[config.mk]
export PLATFORM = sky130hd
export DESIGN_NAME = led_pattern_driver
export DESIGN_NICKNAME = d
export VERILOG_FILES = /design/src/rtl/led_pattern_driver.sv
export SDC_FILE = /design/constraint.sdc
export NUM_CORES = 1
export LEC_CHECK = 0
export BUFFER_PORTS_ARGS = -buffer_cell sky130_fd_sc_hd__buf_2
export CORE_ASPECT_RATIO = 0.8
export CORE_MARGIN = 8
export CORE_UTILIZATION = 45
export CTS_BUF_LIST = sky130_fd_sc_hd__clkbuf_8
export CTS_CLUSTER_SIZE = 10
export DETAILED_ROUTE_END_ITERATION = 12
export SLEW_MARGIN = 20
export SYNTH_ARGS = -nofsm -noshare
export SYNTH_HDL_FRONTEND = slang
export SYNTH_SLANG_ARGS = --single-unit
[constraint.sdc]
create_clock -name clock -period 2.9 [get_ports clock]
set_input_delay 0.145 -clock clock [delete_from_list [all_inputs] [get_ports clock]]
set_output_delay 0.145 -clock clock [all_outputs]
set_load 0.05 [all_outputs]
[src/rtl/led_pattern_driver.sv]
// Multi-channel LED pattern generator: off / steady / blink / breathe per channel,
// sharing one PWM counter, one tick prescaler and one blink phase.
module led_pattern_driver #(
   parameter  int CHANNELS    = 3,
   parameter  int PWM_BITS    = 8,
   parameter  int TICK_DIV    = 48000,
   parameter  int BLINK_TICKS = 250,
   localparam int CW          = (CHANNELS > 1) ? $clog2(CHANNELS) : 1
) (
   input  logic                clock,
   input  logic                reset,
   input  logic                cfg_valid,
   output logic                cfg_ready,
   input  logic [CW-1:0]       cfg_chan,
   input  logic [1:0]          cfg_mode,
   input  logic [PWM_BITS-1:0] cfg_level,
   output logic [CHANNELS-1:0] led,
   output logic                tick
);

   localparam int PW = $clog2(TICK_DIV);
   localparam int BW = (BLINK_TICKS > 1) ? $clog2(BLINK_TICKS) : 1;

   localparam logic [1:0] M_OFF     = 2'd0;
   localparam logic [1:0] M_STEADY  = 2'd1;
   localparam logic [1:0] M_BLINK   = 2'd2;
   localparam logic [1:0] M_BREATHE = 2'd3;

   logic [PW-1:0]                     presc;
   logic [PWM_BITS-1:0]               pwm;
   logic [BW-1:0]                     bcnt;
   logic                              phase;
   logic [CHANNELS-1:0][1:0]          mode;
   logic [CHANNELS-1:0][PWM_BITS-1:0] level;
   logic [CHANNELS-1:0][PWM_BITS-1:0] duty;
   logic [CHANNELS-1:0]               up;
   logic [CHANNELS-1:0][PWM_BITS-1:0] eff;
   logic                              tick_evt;
   logic                              wr_en;

   assign tick_evt = (presc == PW'(TICK_DIV - 1));
   assign wr_en    = cfg_valid & cfg_ready;

   always_comb begin
      eff = '0;
      for (int i = 0; i < CHANNELS; i++) begin
         unique case (mode[i])
            M_OFF:     eff[i] = '0;
            M_STEADY:  eff[i] = level[i];
            M_BLINK:   eff[i] = phase ? level[i] : '0;
            M_BREATHE: eff[i] = duty[i];
            default:   eff[i] = '0;
         endcase
      end
   end

   always_ff @(posedge clock) begin
      if (!reset) begin
         cfg_ready <= 1'b0;
         tick      <= 1'b0;
         led       <= '0;
         presc     <= '0;
         pwm       <= '0;
         bcnt      <= '0;
         phase     <= 1'b0;
         mode      <= '0;
         level     <= '0;
         duty      <= '0;
         up        <= '1;
      end else begin
         cfg_ready <= 1'b1;
         tick      <= tick_evt;
         presc     <= tick_evt ? '0 : presc + 1'b1;
         pwm       <= pwm + 1'b1;
         if (tick_evt) begin
            if (bcnt == BW'(BLINK_TICKS - 1)) begin
               bcnt  <= '0;
               phase <= ~phase;
            end else begin
               bcnt <= bcnt + 1'b1;
            end
         end
         for (int i = 0; i < CHANNELS; i++) begin
            led[i] <= (pwm < eff[i]);
            // a write to this channel pre-empts the tick's breathe step
            if (wr_en && cfg_chan == CW'(i)) begin
               mode[i]  <= cfg_mode;
               level[i] <= cfg_level;
               if (cfg_mode == M_BREATHE) begin
                  if (mode[i] != M_BREATHE) begin
                     duty[i] <= '0;
                     up[i]   <= 1'b1;
                  end else if (cfg_level < duty[i]) begin
                     duty[i] <= cfg_level;
                     up[i]   <= 1'b0;
                  end
               end
            end else if (tick_evt && mode[i] == M_BREATHE) begin
               if (up[i]) begin
                  if (duty[i] < level[i]) begin
                     duty[i] <= duty[i] + 1'b1;
                     if (duty[i] + 1'b1 == level[i])
                        up[i] <= 1'b0;
                  end else begin
                     up[i] <= 1'b0;
                  end
               end else begin
                  if (duty[i] != '0) begin
                     duty[i] <= duty[i] - 1'b1;
                     if (duty[i] == PWM_BITS'(1))
                        up[i] <= 1'b1;
                  end else begin
                     up[i] <= 1'b1;
                  end
               end
            end
         end
      end
   end

endmodule

* After elaboration in Yosys (flattened, before gate mapping)
Cells that the tools add are included.
** Operators by class
- $mul :: 0
- Shift-type cells :: 0
- Div/mod/pow operators :: 0
- Equality and inequality tests :: 32
- Bitwise logic cells :: 3
- $add $sub $neg :: 9
- Mux-type cells :: 62
- $lt $le $gt $ge :: 9
- Reduce and logical (&&, ||, !) cells :: 27
** Operator list (number)
- $mux 8 :: 28
- $pmux 8 s4 :: 3
- $lt 8x8->1 :: 9
- $add 8x1->8 const B :: 5
- $mux 1 :: 31
- $eq 8x1->1 const B :: 3
- $eq 8x8->1 :: 3
- $reduce_bool 8->1 :: 3
- $sub 8x1->8 const B :: 3
- $ne 3x1->1 const B :: 6
- $add 16x1->16 const B :: 1
- $eq 16x16->1 const B :: 1
- $eq 2x2->1 const B :: 8
- $reduce_and 5->1 :: 3
- $ne 2x2->1 const B :: 5
- $reduce_and 3->1 :: 3
- $reduce_bool 3->1 :: 3
- $eq 2x1->1 const B :: 4
- $eq 8x8->1 const B :: 1
- $logic_not 2->1 :: 4
- $logic_and 1x1->1 :: 6
- $reduce_bool 2->1 :: 3
- $ne 2x1->1 const B :: 1
- $not 1->1 :: 2
- other kinds (3) :: 3
** Storage, ports and cells
- Output and inout bits :: 5
- Memory bits (read-only) :: 0
- Latch bits :: 0
- Register bits :: 95
- Memories :: 0
- Bits of input ports :: 15
- Memory bits (writable) :: 0

* Longest topological paths before layout
- Word-level depth :: 7
- Mapped depth :: 11
- Mapped depth without buffers :: 9

* Worst setup path after synthesis
Ideal clock, no wire load.
- Kind :: reg-to-reg
- Start point :: reg cfg_ready
- End point :: reg duty[0] (netlist name)
- Data arrival time :: 2416 ps
- Stages on the path, launching flop included :: 10
- Library setup time :: 101 ps
- Required time :: 2799 ps
- Setup slack :: 383 ps
- Cell sequence :: dfxtp_1 nand2_1 or3_1 buf_2 nand2_1 a21oi_1 o21bai_1 or2_2 buf_2 o41ai_1
** Between the ends
- Word-level cells in the longest chain between the ends :: 4
** Ends and longest elaborated chain
- from (decl) :: line 13 : output logic cfg_ready,
- from (signal assigned) :: line 59 : cfg_ready <= 1'b0;
- from (signal assigned) :: line 71 : cfg_ready <= 1'b1;
- $and 1x1->1 (*) :: line 42 : assign wr_en = cfg_valid & cfg_ready;
- $logic_and 1x1->1 (*) :: line 86 : if (wr_en && cfg_chan == CW'(i)) begin
- $ne 3x1->1 (no source line) (tied with other cells)
- $reduce_and 5->1 (no source line)
- to (signal, indexed assignment) :: line 94 : duty[i] <= cfg_level;
- to (signal, indexed assignment) :: line 101 : duty[i] <= duty[i] + 1'b1;
- to (signal, indexed assignment) :: line 109 : duty[i] <= duty[i] - 1'b1;
- to (decl) :: line 35 : logic [CHANNELS-1:0][PWM_BITS-1:0] duty;
Every way passes the cells marked *; elsewhere a longest branch is shown, timed or not.
A chain may end at the register's enable or synchronous reset.

* Final worst setup path
- Start point :: reg duty[22] (netlist name)
- End point :: reg duty[23] (netlist name)
** Between the ends
- Word-level cells in the longest chain between the ends :: 5
** Ends and longest elaborated chain
- $sub 8x1->8 or $add 8x1->8 (tied branches) :: line 109, 101
- $mux 8, on equally long branches :: line 108, 100
- $mux 8 :: line 99 : if (up[i]) begin
- $mux 8 :: line 98 : end else if (tick_evt && mode[i] == M_BREATHE) begin
- $mux 8 :: line 86
Parallel ways exist; a longest one is shown, timed or not. The select of a mux whose other input is x is not followed.

==> results.sh <==
export IMPL_status="complete, no violations"
export IMPL_clk_pin_slew_worst_paths_ps=100
export IMPL_vias=7067
export IMPL_wl_met3_um=1820
export IMPL_worstSetupPathType="flip-flop to flip-flop"
export IMPL_maxCapViolCount=0
export IMPL_numClockSinks=95
export IMPL_grt_pass1_vias=6348
export IMPL_setup_violations=0
export IMPL_ys_seq_elements=95
export IMPL_highest_layer="met4"
export IMPL_cts_repair_resized=0
export IMPL_cts_buffers=9
export IMPL_clk_latency_ps=390
export IMPL_worstReg2RegStart="duty[22]"
export IMPL_setup_slack_ps=338
export IMPL_htree_levels=3
export IMPL_met1Wirelength_um=11300
export IMPL_core_area_um2=15900
export IMPL_preCtsSetupSlack_ps=414
export IMPL_final_net_count=1078
export IMPL_yosysWarnings=0
export IMPL_tightest_slew_ps=784
export IMPL_seq_area_um2=1900
export IMPL_fmaxAchievable_mhz=390
export IMPL_critPathArrivalTime_ps=2860
export IMPL_die_area_um2=20700
export IMPL_num_rows=41
export IMPL_hpwlAfterDp_um=15900
export IMPL_grt_overflow_total=0
export IMPL_max_slew_margin_pct=47.7
export IMPL_ys_seq_area_share_pct=25.9
export IMPL_die_y_um=130
export IMPL_cts_tree="done"
export IMPL_dr_wl_met2_um=8410
export IMPL_cp_max_fo=15
export IMPL_rsz0062_at_grt="no"
export IMPL_r2r_cells=8
export IMPL_drive_gt1_share_pct=9.33
export IMPL_grt_usage_pct=21.2
export IMPL_ys_top_cells_by_count="125 x nand2_1, 95 x dfxtp_1, 92 x a21oi_1"
export IMPL_worstReg2RegEnd="duty[23]"
export IMPL_yosysUniqueCellTypes=70
export IMPL_layout_min_cycle_time_ps=2560
export IMPL_holdCritPathClass="primary input to flip-flop"
export IMPL_synth_flop_cell="dfxtp_1"
export IMPL_ctsHoldBuffers=0
export IMPL_postSynth_asyncResetShare_pct=0
export IMPL_num_antenna_cells=0
export IMPL_port_buffers=19
export IMPL_end_kind="flip-flop"
export IMPL_start_util_pct=46.2
export IMPL_syn_nets=1068
export IMPL_synth_top_cell_area_share_pct=25.9
export IMPL_fillCellCount=1586
export IMPL_die_w_um=159
export IMPL_synth_most_common_cell="nand2_1"
export IMPL_postSynthAreaPerCell_um2=7.57
export IMPL_syn_cell_area_um2=7350
export IMPL_routed_via_density=5.88
export IMPL_antenna_found_initial=0
export IMPL_synth_cells=971
export IMPL_peakVddDrop_mv=0.201
export IMPL_wl_um=21900
export IMPL_worstPathRequired_ps=3200
export IMPL_slew_viol_final=0
export IMPL_min_path_cells=3
export IMPL_avgRoutedWirePerCell_um=18.2
export IMPL_areaGrowthSynthToFinish_pct=9.03
export IMPL_clockRootBuffer="clkbuf_8"
export IMPL_hold_viol=0
export IMPL_synth_edf_count=0
export IMPL_post_cts_buffers=0
export IMPL_gp_congestion=0.966
export IMPL_clock_skew_ps=12.0
export IMPL_setup_tns_ps=0
export IMPL_power_density_nw_per_um2=330
export IMPL_grt_max_degree=65
export IMPL_reg2reg_slack_ps=340
export IMPL_antenna_left=0
export IMPL_synth_area_leaders="dfxtp_1 26%, ha_1 14%, nand2_1 6.4%"
export IMPL_grt_pass1_wl_um=35200
export IMPL_cp_start_kind="flip-flop"
export IMPL_top_level_ports=20
export IMPL_drt_iter0_drc=663
export IMPL_drc_errors=0
export IMPL_holdPathEnd="mode[2]"
export IMPL_cts_path_max_buffers=2
export IMPL_min_delay_start="cfg_mode[0]"
export IMPL_period_share_pct=88.3
export IMPL_leakage_nw=3.06
export IMPL_multi_input_area_um2=5010
export IMPL_yosysTopAreaCell="dfxtp_1"
export IMPL_drt_pre_antenna_iters=7
==> registers in the layout (all words and copies together), names as in the netlist <==
| register | flops |
|---|---|
| tick | 1 |
| phase | 1 |
| level | 24 |
| led | 3 |
| presc | 16 |
| duty | 24 |
| up | 3 |
| pwm | 8 |
| cfg_ready | 1 |
| bcnt | 8 |
| mode | 6 |
==> per-layer routing <==
metal / track usage (%) / vias to the layer above
li1: - / 3490
met4: 5.64 / 0
met3: 4.34 / 21
met5: 0 / -
met1: 31.8 / 3289
met2: 29.8 / 267
==> final cells by class <==
cell class / instances / area share [%]
Clock inverter: 5 / 0.780
Timing Repair Buffer: 63 / 5.31
Multi-Input combinational cell: 759 / 62.5
Sequential cell: 95 / 23.7
Clock buffer: 11 / 1.89
Inverter: 53 / 2.48
Tap cell: 215 / 3.35
==> worst max-delay path by stage <==
stage / endpoint / depth (start not counted) / slack [ps] / startpoint
global placement: duty[23] / 8 / 390 / duty[17]
global route: duty[20] / 8 / 100 / duty[18]
detailed placement: duty[23] / 8 / 410 / presc[0]
finish: duty[23] / 8 / 340 / duty[22]
CTS: duty[23] / 8 / 380 / duty[17]
floorplan: duty[0] / 9 / 380 / cfg_ready
==> power by group <==
group / internal [mW] / total (mW) / switching [mW] / leakage, nW
clock network: 0.452 / 0.977 / 0.525 / 0.103
logic: 0.105 / 0.310 / 0.204 / 2.19
registers: 1.33 / 1.36 / 0.0312 / 0.768
==> placed cells by master (no fill, tap or decap), types with 19 or more instances in the layout <==
cell       n
nand2_1  125
dfxtp_1   95
a21oi_1   92
nor2_1    91
ha_1      82
inv_1     52
buf_4     44
nand3_1   35
o21ai_0   31
xor2_1    30
xnor2_1   29
a22o_1    22
nor3_1    21
buf_2     19
==> stage by stage <==
step | power [mW] | hold WS [ps] | utilization (%) | instance area, um^2 | std cells
after floorplan | 1.57 | 173 | - | 7350 | 971
after global placement | 1.69 | 450 | 49.1 | 7800 | 1185
after detailed placement | 1.69 | 457 | 49.1 | 7800 | 1185
after CTS | 2.67 | 24.9 | 50.4 | 8020 | 1201
after global routing | 2.76 | 44.7 | 50.4 | 8020 | 1201
final | 2.64 | 51.8 | 50.4 | 8020 | 1201
==> cell families (layout without fill, tap and decap cells) <==
family          count (synthesis)  after routing  share of synthesized area, %
flops                          95             95                          25.9
buf+inv                       117            132                          6.16
mux                             6              6                         0.834
compound gates                255            255                          23.0
xor+xnor                       59             59                          7.03
fa+ha+maj                      82             82                          14.0
simple gates                  357            357                          23.2
==> worst max-delay path, stage by stage, from the launching register on <==
cell      delay (ps)
dfxtp_1          520
inv_1            210
ha_1             340
nand4_1           90
o311ai_0         470
a21oi_1          190
o311a_2          240
and3_1           200
a31o_2           200
Power figures use the tool's default switching activity.
